==> src/rtl/buzzer_melody_ctrl_pkg.sv <==
// Shared definitions for the buzzer melody controller: FSM states, default word width and
// the duration-tick divider computation.
package buzzer_melody_ctrl_pkg;

  localparam int unsigned N_DEFAULT = 9;

  typedef enum logic [2:0] {
    IDLE,
    WAIT_NOTE,
    PLAY,
    GAP,
    DONE
  } state_e;

  // Clock cycles per duration tick, never less than one.
  function automatic int unsigned calc_tick_div(input int unsigned clk_fre,
                                                input int unsigned tick_hz);
    int unsigned div;
    div = clk_fre / tick_hz;
    return (div < 1) ? 1 : div;
  endfunction

endpackage

==> src/rtl/buzzer_melody_ctrl_tick_gen.sv <==
// Duration prescaler: counts clk cycles and flags the last cycle of each tick period.
// A synchronous restart pins the count at zero.
module buzzer_melody_ctrl_tick_gen #(
  parameter int unsigned TICK_DIV = 4
) (
  input  logic clk,
  input  logic reset_n,
  input  logic i_restart,
  output logic o_tick
);

  localparam int unsigned CW = (TICK_DIV > 1) ? $clog2(TICK_DIV) : 1;
  localparam logic [CW-1:0] CNT_LAST = CW'(TICK_DIV - 1);

  logic [CW-1:0] r_cnt;

  always_ff @(posedge clk or negedge reset_n) begin
    if (!reset_n) begin
      r_cnt <= '0;
    end else if (i_restart || (r_cnt == CNT_LAST)) begin
      r_cnt <= '0;
    end else begin
      r_cnt <= r_cnt + 1'b1;
    end
  end

  assign o_tick = (r_cnt == CNT_LAST);

endmodule

==> src/rtl/buzzer_melody_ctrl.sv <==
// Melody sequencer feeding a PWM tone generator: pulls notes over a valid/ready handshake,
// plays each for its tick length, inserts an optional silent gap and pulses done at the end.
module buzzer_melody_ctrl
  import buzzer_melody_ctrl_pkg::*;
#(
  parameter int unsigned N         = N_DEFAULT,
  parameter int unsigned CLK_FRE   = 50_000_000,
  parameter int unsigned TICK_HZ   = 1000,
  parameter int unsigned GAP_TICKS = 10
) (
  input  logic         clk,
  input  logic         reset_n,
  input  logic         start,
  input  logic         stop,
  input  logic [N-1:0] duty_cfg,
  input  logic         note_valid,
  output logic         note_ready,
  input  logic [N-1:0] note_pitch,
  input  logic [7:0]   note_len,
  input  logic         note_last,
  output logic [N-1:0] period,
  output logic [N-1:0] duty,
  output logic         key,
  output logic         busy,
  output logic         done
);

  localparam int unsigned TICK_DIV = calc_tick_div(CLK_FRE, TICK_HZ);
  localparam logic [7:0] GAP_LAST = (GAP_TICKS > 0) ? 8'(GAP_TICKS - 1) : 8'd0;

  state_e     r_state;
  logic [7:0] r_len;
  logic [7:0] r_ticks;
  logic       r_last;

  logic w_tick;
  logic w_play_end;
  logic w_gap_end;
  logic w_restart;

  assign w_play_end = (r_state == PLAY) && w_tick && (r_ticks == r_len - 8'd1);
  assign w_gap_end  = (r_state == GAP) && w_tick && (r_ticks == GAP_LAST);
  // Hold the prescaler at zero outside timed states and across the PLAY->GAP boundary.
  assign w_restart  = !((r_state == PLAY) || (r_state == GAP)) || w_play_end || w_gap_end;

  buzzer_melody_ctrl_tick_gen #(
    .TICK_DIV(TICK_DIV)
  ) u_tick_gen (
    .clk      (clk),
    .reset_n  (reset_n),
    .i_restart(w_restart),
    .o_tick   (w_tick)
  );

  always_ff @(posedge clk or negedge reset_n) begin
    if (!reset_n) begin
      r_state    <= IDLE;
      period     <= '0;
      duty       <= '0;
      key        <= 1'b1;
      note_ready <= 1'b0;
      busy       <= 1'b0;
      done       <= 1'b0;
      r_len      <= '0;
      r_ticks    <= '0;
      r_last     <= 1'b0;
    end else begin
      done <= 1'b0;
      if (stop) begin
        r_state    <= IDLE;
        period     <= '0;
        key        <= 1'b1;
        note_ready <= 1'b0;
        busy       <= 1'b0;
        r_ticks    <= '0;
      end else begin
        unique case (r_state)
          IDLE: begin
            if (start) begin
              r_state    <= WAIT_NOTE;
              duty       <= duty_cfg;
              note_ready <= 1'b1;
              busy       <= 1'b1;
              key        <= 1'b1;
            end
          end
          WAIT_NOTE: begin
            if (note_valid) begin
              r_state    <= PLAY;
              note_ready <= 1'b0;
              period     <= note_pitch;
              key        <= (note_pitch == '0);
              r_len      <= (note_len == 8'd0) ? 8'd1 : note_len;
              r_last     <= note_last;
              r_ticks    <= '0;
            end
          end
          PLAY: begin
            if (w_play_end) begin
              key     <= 1'b1;
              r_ticks <= '0;
              if (GAP_TICKS > 0) begin
                r_state <= GAP;
              end else begin
                r_state    <= r_last ? DONE : WAIT_NOTE;
                done       <= r_last;
                note_ready <= !r_last;
                period     <= r_last ? '0 : period;
              end
            end else if (w_tick) begin
              r_ticks <= r_ticks + 8'd1;
            end
          end
          GAP: begin
            if (w_gap_end) begin
              r_ticks    <= '0;
              r_state    <= r_last ? DONE : WAIT_NOTE;
              done       <= r_last;
              note_ready <= !r_last;
              period     <= r_last ? '0 : period;
            end else if (w_tick) begin
              r_ticks <= r_ticks + 8'd1;
            end
          end
          DONE: begin
            r_state <= IDLE;
            busy    <= 1'b0;
          end
          default: r_state <= IDLE;
        endcase
      end
    end
  end

endmodule
==> config.mk <==
export PLATFORM = sky130hd
export DESIGN_NAME = buzzer_melody_ctrl
export DESIGN_NICKNAME = d
export VERILOG_FILES = /design/src/rtl/buzzer_melody_ctrl_pkg.sv /design/src/rtl/buzzer_melody_ctrl_tick_gen.sv /design/src/rtl/buzzer_melody_ctrl.sv
export SDC_FILE = /design/constraint.sdc
export NUM_CORES = 1
export LEC_CHECK = 0
export BUFFER_PORTS_ARGS = -buffer_cell sky130_fd_sc_hd__buf_2
export CAP_MARGIN = 40
export CORE_AREA = 2 2 127 67
export CTS_BUF_LIST = sky130_fd_sc_hd__clkbuf_4 sky130_fd_sc_hd__clkbuf_8 sky130_fd_sc_hd__clkbuf_16
export CTS_CLUSTER_SIZE = 8
export DETAILED_ROUTE_END_ITERATION = 10
export DIE_AREA = 0 0 129 69
export SETUP_SLACK_MARGIN = 0.15
export SYNTH_ARGS = -nofsm -noshare
export SYNTH_HDL_FRONTEND = slang
export SYNTH_SLANG_ARGS = --single-unit
==> constraint.sdc <==
create_clock -name clk -period 2.56 [get_ports clk]
set_input_delay 0.128 -clock clk [delete_from_list [all_inputs] [get_ports clk]]
set_output_delay 0.128 -clock clk [all_outputs]
set_load 0.02 [all_outputs]
==> results.sh, run 1 <==
export IMPL_antenna_found_initial=0
export IMPL_synth_top_area_share_pct=45.9
export IMPL_drt_iter0_drc=124
export IMPL_die_x_um=129
export IMPL_wirelength_mm=7.24
export IMPL_ios=54
export IMPL_yosys_cell_count_top_type="dfrtp_1"
export IMPL_regToRegStartpoint="r_len[1]"
export IMPL_layout_setup_ws_ns=0.289
export IMPL_synthTopCellsByCount="57 x dfrtp_1, 30 x nor2_1, 29 x nand2_1"
export IMPL_track_usage_pct=18.0
export IMPL_vias_per_cell=5.08
export IMPL_ys_seq_area_share_pct=46.8
export IMPL_finalCritPeriodShare_pct=88.7
export IMPL_start_util_pct=39.8
export IMPL_ys_ff_latch=58
export IMPL_met1Wirelength_mm=4.05
export IMPL_combPwrFrac_pct=36.8
export IMPL_diodes=0
export IMPL_hpwl_mm=5.17
export IMPL_start_kind="register"
export IMPL_nets=411
export IMPL_max_freq_mhz=440
export IMPL_clkLatencyLatePin_ns=0.33
export IMPL_root_buffer="clkbuf_16"
export IMPL_clockPowerShare_pct=27.5
export IMPL_core_area_sq_mm=0.00780
export IMPL_clock_path_buffers=2
export IMPL_grt_overflow=0
export IMPL_rr_endpoint="r_state[1]"
export IMPL_synth_main_ff_cell="dfrtp_1"
export IMPL_dp_slack_ns=0.167
export IMPL_r2r_cells=8
export IMPL_wire_per_inst_um=14.8
export IMPL_cp_slowest_cell="dfrtp_1"
export IMPL_io_buffers=53
export IMPL_multi_input_area_sq_mm=0.00158
export IMPL_synth_distinct_cells=47
export IMPL_path_clk_slew_ns=0.05
export IMPL_top_layer_used="met4"
export IMPL_die_h_um=69
export IMPL_wl_met2_mm=2.56
export IMPL_synth_area_sq_mm=0.00311
export IMPL_grt_setup_unrepaired="false"
export IMPL_worstSetupPathType="register to register"
export IMPL_vias=2488
export IMPL_ir_drop_uv=481
export IMPL_finalSetupViolCount=0
export IMPL_hp_start="duty_cfg[0]"
export IMPL_swShare_pct=36.5
export IMPL_power_frac_seq_pct=35.7
export IMPL_routabilityCongestion=0.828
export IMPL_critPathTopFamily="compound AO/OA/AOI/OAI gates"
export IMPL_min_path_cells=2
export IMPL_finalHoldViolCount=0
export IMPL_rows=23
export IMPL_outcome="completed"
export IMPL_synth_edf_count=0
export IMPL_nFillCells=722
export IMPL_grt_pass1_wl_mm=12.4
export IMPL_crit_path_end_kind="register"
export IMPL_crit_buf_inv=1
export IMPL_cp_required_ns=2.80
export IMPL_power_leakage_nw=1.77
export IMPL_grt_max_degree=59
export IMPL_synth_area_leader_cell="dfrtp_1"
export IMPL_min_period_ns=2.27
export IMPL_dr_pass1_iters=4
export IMPL_path_max_fanout=7
export IMPL_area_delta_synth_final_pct=24.0
export IMPL_slowest_delay_ns=0.39
export IMPL_htreeDepth=3
export IMPL_tightest_slew_ns=0.679
export IMPL_rrSetupSlack_ns=0.29
export IMPL_cts_buffers_inserted=9
export IMPL_async_reset_ff_share_pct=100
export IMPL_postSynthAreaPerCell_sq_um=9.92
export IMPL_ant_nets=0
export IMPL_min_to="duty[0]"
export IMPL_clock_sinks=58
export IMPL_crit_arrival_ns=2.51
export IMPL_ff_latch_area_sq_mm=0.00145
export IMPL_cts_tree="yes"
export IMPL_grt_pass1_vias=2338
export IMPL_drive_gt1_share_pct=28.6
export IMPL_drcViolationCount=0
export IMPL_maxSlewViolCount=0
export IMPL_fin_tns_setup_ns=0
export IMPL_synth_cells=313
export IMPL_fin_skew_ns=0.00443
export IMPL_hold_path_class="input port to register"
export IMPL_p_int_w=0.00246
export IMPL_synth_nets=349
export IMPL_slew_headroom_pct=54.7
export IMPL_power_switching_w=0.00142
export IMPL_fin_util_pct=49.4
export IMPL_synthTopCellsByArea="dfrtp_1 46%, mux2_2 6.2%, xnor2_1 3.7%"
export IMPL_maxCapViolations=0
export IMPL_cp_cell_sequence="inv_1 -> ha_4 -> nand2b_4 -> or3_4 -> a2111oi_4 -> o2111ai_4 -> o21a_1 -> o31ai_1"
export IMPL_synth_warnings=0
export IMPL_fp_dieArea_sq_mm=0.00890
export IMPL_route_met3_wl_um=603
export IMPL_p_per_area_mw_per_mm2=1010
-- placed cells by master (no fill, tap or decap), types with 11 or more instances in the layout --
| master | count |
|---|---|
| nand2_1 | 29 |
| mux2_2 | 17 |
| a21oi_1 | 12 |
| xnor2_1 | 13 |
| o21ai_0 | 12 |
| xor2_1 | 11 |
| nor2_1 | 30 |
| dfrtp_1 | 57 |
| buf_2 | 53 |
| and3_1 | 11 |
| inv_1 | 16 |
-- power by group through the flow --
| stage | sequential (W) | combinational (W) | clock [W] |
|---|---|---|---|
| finish | 0.00139 | 0.00143 | 0.00107 |
| global route | 0.00143 | 0.00158 | 0.00114 |
| CTS | 0.00139 | 0.00138 | 0.00110 |
| detailed placement | 0.00139 | 0.00137 | 0 |
| global placement | 0.00139 | 0.00136 | 0 |
| floorplan | 0.00154 | 0.000799 | 0 |
-- how the worst max path moves through the flow --
| stage | start | endpoint | slack [ns] | cells after the start |
|---|---|---|---|---|
| finish | r_len[1] | r_state[1] | 0.29 | 8 |
| global route | r_len[1] | r_state[1] | 0.15 | 8 |
| CTS | r_len[0] | r_state[0] | 0.17 | 8 |
| detailed placement | r_len[0] | r_state[0] | 0.17 | 8 |
| global placement | r_len[0] | r_state[0] | 0.25 | 8 |
| floorplan | r_len[0] | r_state[0] | 0.37 | 8 |
-- metal layers --
layer,vias to the layer above,global-route usage [%]
met5,-,0
met4,0,2.90
met3,2,8.23
met2,77,20.1
met1,1177,30.1
li1,1232,-
-- repair_timing --
action / 4_1_cts / 5_1_grt
buffers inserted: 0 / 3
hold endpoints to repair: 57 / 0
endpoints found under the setup margin: 0 / 16
hold buffers: 1 / 0
resized for setup: 0 / 6
-- worst reg2reg max path, stage by stage, from the launching register on --
cell	delay (ns)
dfrtp_1	0.39
inv_1	0.11
ha_4	0.17
nand2b_4	0.06
or3_4	0.37
a2111oi_4	0.36
o2111ai_4	0.23
o21a_1	0.26
o31ai_1	0.23
-- state kept, by name (all words and copies together) (netlist names) --
signal and cells:
period 9, r_ticks 8, r_state 3, note_ready 1
duty 9, r_len 8, busy 1, key 1
done 1, r_last 1, u_tick_gen.r_cnt 16
-- logic make-up after synthesis --
kind of cell / share of synthesized area, %
flops: 46.8
xor+xnor: 6.77
simple gates: 22.2
compound gates: 10.0
fa+ha+maj: 1.61
buf+inv: 3.51
mux: 9.07
-- through the flow --
stage | hold slack (ns) | area, sq um | total power (W) | instances
floorplan | -0.168 | 3110 | 0.00234 | 313
global placement | 0.155 | 3520 | 0.00275 | 472
detailed placement | 0.160 | 3520 | 0.00277 | 472
CTS | 0.0178 | 3790 | 0.00387 | 487
global route | 0.0175 | 3850 | 0.00415 | 490
finish | 0.0291 | 3850 | 0.00388 | 490
-- layout make-up --
| type | instances | share of cell area [%] |
|---|---|---|
| clock inverters | 3 | 0.455 |
| clock buffers | 11 | 6.40 |
| well taps | 112 | 3.64 |
| repair buffers | 63 | 9.23 |
| flip-flops and latches | 58 | 37.7 |
| multi-input cells | 227 | 41.0 |
| inverters | 16 | 1.56 |
Power figures use the tool's default switching activity.
==> inputs of run 2 (changes only) <==
--- a/config.mk
+++ b/config.mk
@@ -5,13 +5,15 @@
 export SDC_FILE = /design/constraint.sdc
 export NUM_CORES = 1
 export LEC_CHECK = 0
+export ABC_AREA = 1
 export BUFFER_PORTS_ARGS = -buffer_cell sky130_fd_sc_hd__buf_2
 export CAP_MARGIN = 40
-export CORE_AREA = 2 2 127 67
+export CORE_AREA = 2 2 129 68
 export CTS_BUF_LIST = sky130_fd_sc_hd__clkbuf_4 sky130_fd_sc_hd__clkbuf_8 sky130_fd_sc_hd__clkbuf_16
 export CTS_CLUSTER_SIZE = 8
 export DETAILED_ROUTE_END_ITERATION = 10
-export DIE_AREA = 0 0 129 69
+export DIE_AREA = 0 0 131 70
+export REMOVE_ABC_BUFFERS = 1
 export SETUP_SLACK_MARGIN = 0.15
 export SYNTH_ARGS = -nofsm -noshare
 export SYNTH_HDL_FRONTEND = slang
==> results.sh, run 2 <==
export IMPL_clkLatencyLatePin_ns=0.32
export IMPL_final_cells=608
export IMPL_maxCapViolations=0
export IMPL_fin_skew_ns=0.00758
export IMPL_largest_reg_flops=16
export IMPL_wire_per_inst_um=13.1
export IMPL_die_x_um=131
export IMPL_regToRegStartpoint="u_tick_gen.r_cnt[0]"
export IMPL_crit_arrival_ns=2.20
export IMPL_finalCritPeriodShare_pct=78.0
export IMPL_grt_setup_unrepaired="false"
export IMPL_mostFrequentLayoutCell="nand2_1"
export IMPL_synth_area_leader_cell="dfrtp_1"
export IMPL_finalHoldViolCount=0
export IMPL_synthTopCellsByCount="132 x nand2_1, 57 x dfrtp_1, 55 x inv_1"
export IMPL_synth_cells=425
export IMPL_diodes=0
export IMPL_power_leakage_nw=2.06
export IMPL_track_usage_pct=19.0
export IMPL_grt_overflow=0
export IMPL_mostFrequentLayoutCells="132 x nand2_1, 57 x dfrtp_1, 55 x inv_1"
export IMPL_wirelength_mm=7.95
export IMPL_root_buffer="clkbuf_16"
export IMPL_start_util_pct=39.2
export IMPL_synth_distinct_cells=32
export IMPL_cp_slowest_cell="dfrtp_1"
export IMPL_ir_drop_uv=445
export IMPL_path_clk_slew_ns=0.05
export IMPL_p_int_w=0.00247
export IMPL_htreeDepth=3
export IMPL_path_max_fanout=11
export IMPL_antenna_found_initial=0
export IMPL_cts_setup_buffers=0
export IMPL_setup_worst_path_start="u_tick_gen.r_cnt[0]"
export IMPL_hpwl_mm=6.05
export IMPL_reg_largest_list="u_tick_gen.r_cnt x16, duty x9, period x9"
export IMPL_p_per_area_mw_per_mm2=988
export IMPL_stdcell_area_sq_mm=0.00395
export IMPL_vias_per_cell=4.72
export IMPL_clock_sinks=58
export IMPL_synth_top_area_share_pct=44.1
export IMPL_hold_path_class="input port to register"
export IMPL_clockPowerShare_pct=31.6
export IMPL_fin_tns_setup_ns=0
export IMPL_ios=54
export IMPL_dr_pass1_iters=4
export IMPL_grt_max_degree=37
export IMPL_grt_pass1_wl_mm=13.2
export IMPL_clock_path_buffers=2
export IMPL_combPwrFrac_pct=34.6
export IMPL_swShare_pct=36.9
export IMPL_outcome="completed"
export IMPL_largest_register="u_tick_gen.r_cnt"
export IMPL_slew_headroom_pct=64.8
export IMPL_drt_iter0_drc=203
export IMPL_drcViolationCount=0
export IMPL_ys_seq_area_share_pct=44.9
export IMPL_min_period_ns=2.00
export IMPL_synth_area_sq_mm=0.00323
export IMPL_start_kind="register"
export IMPL_postSynthAreaPerCell_sq_um=7.61
export IMPL_placed_cells=592
export IMPL_die_h_um=70
export IMPL_drive_gt1_share_pct=21.6
export IMPL_cts_tree="yes"
export IMPL_routabilityCongestion=1.00
export IMPL_area_delta_synth_final_pct=22.2
export IMPL_grt_pass1_vias=2657
export IMPL_cts_buffers_inserted=9
export IMPL_p_total_w=0.00390
export IMPL_synth_main_ff_cell="dfrtp_1"
export IMPL_vias=2870
export IMPL_worstSetupPathType="register to register"
export IMPL_tightest_slew_ns=0.528
export IMPL_ys_ff_latch=58
export IMPL_cp_required_ns=2.77
export IMPL_finalSetupViolCount=0
export IMPL_crit_path_end_kind="register"
export IMPL_layout_setup_ws_ns=0.564
export IMPL_ant_nets=0
export IMPL_synth_warnings=0
export IMPL_fp_dieArea_sq_mm=0.00917
export IMPL_slowest_delay_ns=0.37
export IMPL_async_reset_ff_share_pct=100
export IMPL_placed_area_sq_mm=0.00363
export IMPL_yosys_cell_count_top_type="nand2_1"
export IMPL_nets=523
export IMPL_dp_slack_ns=0.555
export IMPL_core_area_sq_mm=0.00826
export IMPL_cp_cell_sequence="ha_1 -> nand3_1 -> nor2_1 -> nand2_2 -> inv_2 -> nand2_2 -> nand3_4 -> nand2_4 -> nor2_4 -> inv_2 -> nand2_1 -> nand2_1"
export IMPL_hp_start="note_len[5]"
export IMPL_synth_edf_count=0
export IMPL_max_freq_mhz=501
export IMPL_io_buffers=53
export IMPL_maxSlewViolCount=0
export IMPL_power_switching_w=0.00144
export IMPL_power_frac_seq_pct=33.8
export IMPL_synthTopCellsByArea="dfrtp_1 44%, nand2_1 15%, inv_1 6.4%"
export IMPL_rows=24
-- run 2: final timing paths --
check	cells after the start	slack (ns)	end
min	3	0.03	r_len[5]
max in group asynchronous	3	1.37	period[7]
max	12	0.56	period[7]
min reg2reg	2	0.47	key
max reg2reg	12	0.56	period[7]
min in group asynchronous	2	0.31	r_len[1]
-- run 2: kinds of logic (layout without fill, tap and decap cells) --
| group | Yosys count | in the layout | share of synthesized area (%) |
|---|---|---|---|
| fa+ha+maj | 4 | 4 | 1.55 |
| mux | 9 | 9 | 3.13 |
| xor+xnor | 11 | 11 | 2.98 |
| compound gates | 38 | 38 | 6.23 |
| buf+inv | 68 | 134 | 8.24 |
| simple gates | 237 | 237 | 33.0 |
| flops | 58 | 58 | 44.9 |
-- run 2: critical path: cells and delay by family, from the launching register on --
family / cells / cell delay, ns
buffers and inverters: 2 / 0.28
adders and majority gates: 1 / 0.21
and+or+nand+nor: 9 / 1.02
DFF: 1 / 0.37
-- run 2: power by group through the flow --
stage	clock [W]	sequential, W	combinational, W
3_3_place_gp	0	0.00133	0.00134
2_1_floorplan	0	0.00148	0.000753
4_1_cts	0.00127	0.00132	0.00136
6_report	0.00123	0.00132	0.00135
5_1_grt	0.00131	0.00135	0.00151
3_5_place_dp	0	0.00133	0.00135
-- run 2: cell type report --
class                           instances  area, sq um
Clock inverter                          2         35.0
Fill cell                             814         4300
Timing Repair Buffer                   57          298
Inverter                               62          233
Multi-Input combinational cell        299         1520
Clock buffer                           13          274
Sequential cell                        58         1450
Tap cell                              117          146
-- run 2: routing by layer --
layer / vias to the layer above / routed length (um) / track usage [%]
li1: 1470 / - / -
met1: 1311 / 4330 / 31.6
met2: 83 / 2910 / 22.6
met3: 6 / 635 / 5.21
met4: 0 / 69 / 6.15
met5: - / 0 / 0
-- run 2: repair_timing --
item                                   in CTS  in global routing
endpoints found under the hold margin      21                  0
hold buffers                                1                  0
resized for setup                           0                  0
-- run 2: stage by stage --
stage	hold slack (ns)	util, %
global route	0.0278	47.9
detailed placement	0.146	44.0
CTS	0.0178	47.9
global placement	0.139	44.0
finish	0.0288	47.9
floorplan	-0.168	-
